`src/rtl/cardinal_noc_pkg.sv`:
```
// Shared constants and helpers for the cardinal ring NoC.
// Flits use MSB-0 numbering: flit bit k is carried on vector index
// DATA_WIDTH-1-k, so flit bit 0 (VC) is the vector MSB.
package cardinal_noc_pkg;

    localparam int DATA_WIDTH = 64;
    localparam int HOP_LO     = 8;
    localparam int HOP_W      = 8;
    localparam int VC_BIT     = 0;
    localparam int DIR_BIT    = 1;

    // Descending-vector positions of the MSB-0 flit fields
    localparam int VC_POS  = DATA_WIDTH - 1 - VC_BIT;
    localparam int DIR_POS = DATA_WIDTH - 1 - DIR_BIT;
    localparam int HOP_POS = DATA_WIDTH - HOP_LO - HOP_W;

    // Port indices
    localparam int CW        = 0;
    localparam int CCW       = 1;
    localparam int PE        = 2;
    localparam int NUM_PORTS = 3;
    localparam int NUM_VCS   = 2;

    // Direction encodings carried in the dir bit
    localparam logic DIR_CW  = 1'b0;
    localparam logic DIR_CCW = 1'b1;

    // Round-robin pointer: which requester wins a tie
    typedef enum logic {
        FAVOR_REQ0 = 1'b0,
        FAVOR_REQ1 = 1'b1
    } arb_prio_e;

    function automatic logic [HOP_W-1:0] flit_hop(input logic [DATA_WIDTH-1:0] f);
        return f[HOP_POS +: HOP_W];
    endfunction

    // One hop consumed: hop value shifts right with zero fill
    function automatic logic [DATA_WIDTH-1:0] shift_hop(input logic [DATA_WIDTH-1:0] f);
        logic [DATA_WIDTH-1:0] r;
        r = f;
        r[HOP_POS +: HOP_W] = f[HOP_POS +: HOP_W] >> 1;
        return r;
    endfunction

endpackage

```
`src/rtl/cardinal_rr_arb2.sv`:
```
// Two-requester round-robin arbiter. The pointer moves to the other
// requester after each grant; with no grant it holds. Grants are only
// issued while en is high (target buffer has room).
module cardinal_rr_arb2
    import cardinal_noc_pkg::*;
(
    input  logic       clk,
    input  logic       reset,
    input  logic       en,
    input  logic [1:0] req,
    output logic [1:0] grant
);

    arb_prio_e ptr_reg;

    // Grant the favoured requester on a tie, otherwise whoever asks
    always_comb begin
        grant = 2'b00;
        if (en) begin
            if (req[0] && req[1]) begin
                grant = (ptr_reg == FAVOR_REQ1) ? 2'b10 : 2'b01;
            end else begin
                grant = req;
            end
        end
    end

    // Pointer update: favour the loser of the last grant
    always_ff @(posedge clk or posedge reset) begin
        if (reset) begin
            ptr_reg <= FAVOR_REQ0;
        end else if (grant[0]) begin
            ptr_reg <= FAVOR_REQ1;
        end else if (grant[1]) begin
            ptr_reg <= FAVOR_REQ0;
        end
    end

endmodule

```
`src/rtl/cardinal_ring_router.sv`:
```
// One node of the bidirectional 4-node ring. Each port (cw, ccw, pe) has
// a one-flit input and output buffer per VC. Polarity P alternates every
// cycle: VC P talks to the links, VC ~P moves flits between buffers.
// Optional counters: define CARDINAL_ROUTER_STATS_EN to add stat_inj,
// stat_del and stat_drop.
module cardinal_ring_router
    import cardinal_noc_pkg::*;
(
    input  logic                  clk,
    input  logic                  reset,
    input  logic                  cwsi,
    output logic                  cwri,
    input  logic [DATA_WIDTH-1:0] cwdi,
    input  logic                  ccwsi,
    output logic                  ccwri,
    input  logic [DATA_WIDTH-1:0] ccwdi,
    output logic                  cwso,
    input  logic                  cwro,
    output logic [DATA_WIDTH-1:0] cwdo,
    output logic                  ccwso,
    input  logic                  ccwro,
    output logic [DATA_WIDTH-1:0] ccwdo,
    input  logic                  pesi,
    output logic                  pero,
    input  logic [DATA_WIDTH-1:0] pedi,
    output logic                  peso,
    input  logic                  peri,
    output logic [DATA_WIDTH-1:0] pedo,
    output logic                  polarity
`ifdef CARDINAL_ROUTER_STATS_EN
    ,
    output logic [31:0]           stat_inj,
    output logic [31:0]           stat_del,
    output logic [31:0]           stat_drop
`endif
);

    logic                  polarity_reg;
    logic                  p;
    logic                  q;

    logic                  in_full_reg   [NUM_PORTS][NUM_VCS];
    logic                  in_full_next  [NUM_PORTS][NUM_VCS];
    logic [DATA_WIDTH-1:0] in_data_reg   [NUM_PORTS][NUM_VCS];
    logic [DATA_WIDTH-1:0] in_data_next  [NUM_PORTS][NUM_VCS];
    logic                  out_full_reg  [NUM_PORTS][NUM_VCS];
    logic                  out_full_next [NUM_PORTS][NUM_VCS];
    logic [DATA_WIDTH-1:0] out_data_reg  [NUM_PORTS][NUM_VCS];
    logic [DATA_WIDTH-1:0] out_data_next [NUM_PORTS][NUM_VCS];

    logic [NUM_PORTS-1:0]  send_in;
    logic [NUM_PORTS-1:0]  ready_down;
    logic [NUM_PORTS-1:0]  ready_in;
    logic [NUM_PORTS-1:0]  capture;
    logic [NUM_PORTS-1:0]  send_out;
    logic [DATA_WIDTH-1:0] data_in [NUM_PORTS];

    logic [1:0]            through_req;
    logic [1:0]            deliver_req;
    logic [1:0]            inj_req;
    logic                  pe_full;
    logic                  pe_hop_zero;
    logic                  drop;
    logic [1:0]            route_req  [NUM_PORTS];
    logic [1:0]            arb_req    [NUM_PORTS*NUM_VCS];
    logic                  arb_en     [NUM_PORTS*NUM_VCS];
    logic [1:0]            arb_grant  [NUM_PORTS*NUM_VCS];
    logic [1:0]            move_grant [NUM_PORTS];

    assign p        = polarity_reg;
    assign q        = ~polarity_reg;
    assign polarity = polarity_reg;

    assign send_in     = {pesi, ccwsi, cwsi};
    assign ready_down  = {peri, ccwro, cwro};
    assign data_in[CW]  = cwdi;
    assign data_in[CCW] = ccwdi;
    assign data_in[PE]  = pedi;

    // External phase: link handshakes on VC P for every port
    for (genvar gi = 0; gi < NUM_PORTS; gi++) begin : g_ext
        assign ready_in[gi] = ~in_full_reg[gi][p];
        assign capture[gi]  = send_in[gi] & ready_in[gi] & (data_in[gi][VC_POS] == p);
        assign send_out[gi] = out_full_reg[gi][p] & ready_down[gi];
    end

    assign cwri  = ready_in[CW];
    assign ccwri = ready_in[CCW];
    assign pero  = ready_in[PE];
    assign cwso  = send_out[CW];
    assign ccwso = send_out[CCW];
    assign peso  = send_out[PE];
    assign cwdo  = out_data_reg[CW][p];
    assign ccwdo = out_data_reg[CCW][p];
    assign pedo  = out_data_reg[PE][p];

    // Internal phase: ring inputs deliver at hop 0, else continue same way
    for (genvar gi = 0; gi < 2; gi++) begin : g_ring_req
        assign through_req[gi] = in_full_reg[gi][q] & (flit_hop(in_data_reg[gi][q]) != '0);
        assign deliver_req[gi] = in_full_reg[gi][q] & (flit_hop(in_data_reg[gi][q]) == '0);
    end

    // PE input picks a ring direction; a hop-0 injection is discarded
    assign pe_full      = in_full_reg[PE][q];
    assign pe_hop_zero  = (flit_hop(in_data_reg[PE][q]) == '0);
    assign inj_req[CW]  = pe_full & ~pe_hop_zero & (in_data_reg[PE][q][DIR_POS] == DIR_CW);
    assign inj_req[CCW] = pe_full & ~pe_hop_zero & (in_data_reg[PE][q][DIR_POS] == DIR_CCW);
    assign drop         = pe_full & pe_hop_zero;

    // Requester 0 is through-traffic (ring outs) or cw (pe out)
    assign route_req[CW]  = {inj_req[CW], through_req[CW]};
    assign route_req[CCW] = {inj_req[CCW], through_req[CCW]};
    assign route_req[PE]  = {deliver_req[CCW], deliver_req[CW]};

    // One arbiter per output per VC; only the internal-phase VC sees requests
    for (genvar gi = 0; gi < NUM_PORTS * NUM_VCS; gi++) begin : g_arb
        localparam int   OUT_IDX = gi / NUM_VCS;
        localparam logic VC_IDX  = 1'(gi % NUM_VCS);

        assign arb_req[gi] = (q == VC_IDX) ? route_req[OUT_IDX] : 2'b00;
        assign arb_en[gi]  = ~out_full_reg[OUT_IDX][VC_IDX];

        cardinal_rr_arb2 u_arb (
            .clk   (clk),
            .reset (reset),
            .en    (arb_en[gi]),
            .req   (arb_req[gi]),
            .grant (arb_grant[gi])
        );
    end

    for (genvar gi = 0; gi < NUM_PORTS; gi++) begin : g_grant
        assign move_grant[gi] = q ? arb_grant[gi*NUM_VCS + 1] : arb_grant[gi*NUM_VCS];
    end

    // Next buffer state: captures/sends touch VC P, moves touch VC ~P
    always_comb begin
        in_full_next  = in_full_reg;
        in_data_next  = in_data_reg;
        out_full_next = out_full_reg;
        out_data_next = out_data_reg;

        for (int i = 0; i < NUM_PORTS; i++) begin
            if (capture[i]) begin
                in_full_next[i][p] = 1'b1;
                in_data_next[i][p] = data_in[i];
            end
            if (send_out[i]) begin
                out_full_next[i][p] = 1'b0;
            end
        end

        for (int o = 0; o < 2; o++) begin
            if (move_grant[o][0]) begin
                out_full_next[o][q] = 1'b1;
                out_data_next[o][q] = shift_hop(in_data_reg[o][q]);
                in_full_next[o][q]  = 1'b0;
            end
            if (move_grant[o][1]) begin
                out_full_next[o][q] = 1'b1;
                out_data_next[o][q] = shift_hop(in_data_reg[PE][q]);
                in_full_next[PE][q] = 1'b0;
            end
        end

        if (move_grant[PE][0]) begin
            out_full_next[PE][q] = 1'b1;
            out_data_next[PE][q] = in_data_reg[CW][q];
            in_full_next[CW][q]  = 1'b0;
        end
        if (move_grant[PE][1]) begin
            out_full_next[PE][q] = 1'b1;
            out_data_next[PE][q] = in_data_reg[CCW][q];
            in_full_next[CCW][q] = 1'b0;
        end

        if (drop) begin
            in_full_next[PE][q] = 1'b0;
        end
    end

    // Buffer and polarity registers; reset discards everything in flight
    always_ff @(posedge clk or posedge reset) begin
        if (reset) begin
            polarity_reg <= 1'b0;
            for (int i = 0; i < NUM_PORTS; i++) begin
                for (int v = 0; v < NUM_VCS; v++) begin
                    in_full_reg[i][v]  <= 1'b0;
                    in_data_reg[i][v]  <= '0;
                    out_full_reg[i][v] <= 1'b0;
                    out_data_reg[i][v] <= '0;
                end
            end
        end else begin
            polarity_reg <= ~polarity_reg;
            in_full_reg  <= in_full_next;
            in_data_reg  <= in_data_next;
            out_full_reg <= out_full_next;
            out_data_reg <= out_data_next;
        end
    end

`ifdef CARDINAL_ROUTER_STATS_EN
    logic [31:0] stat_inj_reg;
    logic [31:0] stat_del_reg;
    logic [31:0] stat_drop_reg;

    // Wrapping event counters for injections, deliveries and drops
    always_ff @(posedge clk or posedge reset) begin
        if (reset) begin
            stat_inj_reg  <= '0;
            stat_del_reg  <= '0;
            stat_drop_reg <= '0;
        end else begin
            if (capture[PE])  stat_inj_reg  <= stat_inj_reg + 32'd1;
            if (send_out[PE]) stat_del_reg  <= stat_del_reg + 32'd1;
            if (drop)         stat_drop_reg <= stat_drop_reg + 32'd1;
        end
    end

    assign stat_inj  = stat_inj_reg;
    assign stat_del  = stat_del_reg;
    assign stat_drop = stat_drop_reg;
`endif

endmodule

```
`config.mk`:
```
export PLATFORM = sky130hd
export DESIGN_NAME = cardinal_ring_router
export DESIGN_NICKNAME = d
export VERILOG_FILES = /design/src/rtl/cardinal_noc_pkg.sv /design/src/rtl/cardinal_rr_arb2.sv /design/src/rtl/cardinal_ring_router.sv
export SDC_FILE = /design/constraint.sdc
export NUM_CORES = 2
export LEC_CHECK = 0
export CORE_ASPECT_RATIO = 0.6
export CORE_UTILIZATION = 55
export CTS_CLUSTER_SIZE = 12
export DETAILED_ROUTE_END_ITERATION = 12
export PLACE_DENSITY = 0.76
export SYNTH_ARGS = -nofsm -noshare
export SYNTH_HDL_FRONTEND = slang
export SYNTH_SLANG_ARGS = --single-unit
```
`constraint.sdc`:
```
create_clock -name clk -period 48.8 [get_ports clk]
set_clock_uncertainty 0.1 [all_clocks]
set_input_delay 7.32 -clock clk [delete_from_list [all_inputs] [get_ports clk]]
set_output_delay 7.32 -clock clk [all_outputs]
set_load 0.05 [all_outputs]
```
==> reports/qor.txt <==
outcome -> completed
Reg clk slew, reported paths -> 0.06 ns
worst flop-to-flop path startpoint -> polarity$_DFF_PP0_
internal power -> 1.71 mW
period utilization -> 33.2%
Net Sw Power -> 1.09 mW
end of the critical path -> peso
Congestion Overflow GR -> 0
setup ws final -> 32.59 ns
Yosys top cell area share -> 57.4%
CTS tree -> built
Clk pwr share -> 19.7%
Layout area overhead -> 19.9%
Post-Synthesis Mean Instance Area -> 13.6 sq um
post-route ant nets -> 0
Fin Setup TNS -> 0 ns
Port Buf Inserts -> 398
Syn Inst Count -> 2529
# DRC -> 0
Max clock buf depth -> 3
share of cells above drive strength 1 -> 29.6%
Skew-Pair Late Insertion Delay -> 0.63 ns
Synth Flop Type -> dfrtp_1
post-cts resize count -> 0
root buf cell -> clkbuf_16
arrival time at the worst endpoint -> 8.79 ns
post-layout min period -> 16.21 ns
routability cong. -> 0.874
Post-DP HPWL -> 64500 um
first-pass GRT wire length -> 172000 um
Critical Path End Type -> primary output
Synth Area in XOR/XNOR -> 0%
combinational share of power -> 38.7%
total number of vias -> 25400
fillers -> 4332
main area contributors after synthesis -> dfrtp_1, mux2_2, a221o_1, o221a_2, and3_1
Initial Utilization -> 56.0%
pin count of the biggest net entering global routing -> 190
R2R depth -> 8
CP max FO -> 2
Highest Clock Rate -> 61.7 MHz
Detailed Route WL -> 116000 um
yosys warns -> 0
Syn Nets -> 2729
post-synthesis async set-or-reset flop share -> 100%
Compound-Gate Fraction of Synth Area -> 13.8%
crit path from -> peri
hold_buf cts -> 0
number of setup buffers added after CTS -> 0
CORE AREA -> 61300 sq um
Synth cell types -> 64
die height -> 196 um
antenna violations before repair -> 9
max-slew violations -> 0
NumNets Final -> 3045
Iter 0 DRT Violations -> 2835
# rows -> 70
CTS Sinks -> 787
ports placed on the boundary -> 399
total track usage -> 36.3%
post-synthesis register bit count -> 787
Syn Std Cell Area -> 34300 sq um
WP data required -> 41.38 ns
H-tree depth -> 3
number of global-route vias before repair -> 26900
Simple-Gate Fraction of Synth Area -> 6.34%
post-DR wirelength/cell -> 31.3 um
critical path type -> primary input to primary output
relative slew slack -> 12.8%
post-synth top area cell -> dfrtp_1
register area -> 19700 sq um
largest family of logic cells by synthesized area -> multiplexers
startpoint types -> primary input
part of the power in registers -> 41.6%
worst-margin pin slew -> 1.30 ns
Pleak -> 18.0 nW
register area share after synthesis -> 57.4%
unrepaired setup endpoints after global routing -> false
reg-to-reg slack, setup -> 43.72 ns
Final setup viols -> 0
Sw Ratio -> 39.0%
DRT Pass-1 Iters -> 7
Post-Place Worst Slack -> 32.59 ns
multi-input logic area -> 13600 sq um
multiplexer area fraction after synthesis -> 18.9%
Final Hold Viols -> 0
Die W -> 325 um
die area -> 63500 sq um
adder and majority gate portion of the synthesized area -> 0%
number of max-cap violations -> 0
pwr dens -> 68.1 nW/um^2
CTS buffer count -> 77
drt via density -> 6.85
Max IR drop VDD -> 0.0000467 V
worst hold path type -> flip-flop to flip-flop
Post-synth EDFFs -> 0
[layer usage]
layer  global-route usage, %  vias up  routed length, um
met1                    48.7    13200              45900
met4                    15.6        2               4360
met5                       0        -                  9
met2                    56.0     1631              53300
met3                    9.89      356              12200
li1                        -    10200                  -
[through the flow]
stage | util [%] | instances | instance area, sq um | power, mW | hold WS [ns]
3_3_place_gp | 63.6 | 3594 | 39000 | 2.18 | 0.354
2_1_floorplan | - | 2529 | 34300 | 1.82 | 0.342
4_1_cts | 67.1 | 3697 | 41100 | 2.78 | 0.375
5_1_grt | 67.1 | 3702 | 41100 | 2.90 | 0.386
3_5_place_dp | 63.6 | 3594 | 39000 | 2.23 | 0.361
6_report | 67.1 | 3704 | 41200 | 2.80 | 0.373
[final cells by class]
class,count,share of cell area [%]
multi-input combinational,1464,33.1
clock inverter,7,0.192
antenna,7,0.0426
sequential,787,47.9
inverter,70,0.657
clock buffer,96,5.08
timing repair buffer,445,10.6
tap,828,2.52
[cell families after synthesis]
logic type	after synthesis
buffers and inverters	278
AOI/OAI and AO/OA	536
and+or+nand+nor	352
muxes	576
DFF	787
[power groups by stage]
| stage | combinational, mW | clock [mW] | sequential, mW |
|---|---|---|---|
| after global routing | 1.12 | 0.582 | 1.20 |
| after floorplan | 0.741 | 0 | 1.08 |
| after detailed placement | 1.07 | 0 | 1.16 |
| final | 1.08 | 0.553 | 1.17 |
| after CTS | 1.07 | 0.556 | 1.16 |
| after global placement | 1.04 | 0 | 1.14 |
[worst min path at each step]
stage                                 from                     endpoint  slack, ns  depth (start not counted)
3_5_place_dp                     flip-flop                    flip-flop       0.36                          1
3_3_place_gp                     flip-flop                    flip-flop       0.35                          1
5_1_grt                          flip-flop                    flip-flop       0.39                          1
4_1_cts                          flip-flop                    flip-flop       0.37                          1
6_report                         flip-flop                    flip-flop       0.37                          1
2_1_floorplan  in_data_reg[63]$_DFFE_PP0P_  in_data_reg[63]$_DFFE_PP0P_       0.34                          1
[synthesized netlist by cell type, types with 2 or more instances]
cell type  instances
nand2b_1           3
nor2b_1           20
buf_4              5
a22oi_1           60
inv_1             70
buf_1              4
o211ai_1           2
a211o_1            4
nand2_1           13
nand4b_1           2
a21oi_1           12
mux2_2           570
buf_6              8
or2_2              2
and3_1           145
nor4b_1            3
a22o_1            56
a221o_1          143
or4_4              2
and2_1            14
a211oi_1           7
buf_2             87
nor2_1            10
mux2i_1            6
a221oi_1           2
a21o_1            58
or4_1              3
nand3_1            6
nand4_1            5
nor4_1             6
a211oi_2           3
or3_1            106
o221a_2          105
o21a_1             3
nor3_1             7
o21ai_0           38
dfrtp_1          787
o21ai_1           20
clkbuf_1         103
a31oi_1            5
[worst max-delay path: stages]
cell             delay, ns
clkdlybuf4s50_1       0.48
inv_1                 0.07
nor2_1                0.10
clkdlybuf4s50_1       0.81
[placed cells by master (no fill, tap or decap), types with 38 or more instances in the layout]
cell,netlist,final
a21o_1,58,57
and3_1,145,145
mux2_2,570,570
a22o_1,56,56
clkbuf_16,0,79
inv_1,70,68
dfrtp_1,787,786
a22oi_1,60,60
a221o_1,143,143
buf_4,5,45
o221a_2,105,105
or3_1,106,105
clkdlybuf4s50_1,0,398
o21ai_0,38,38
No activity file was read; power rests on OpenSTA's default activity.
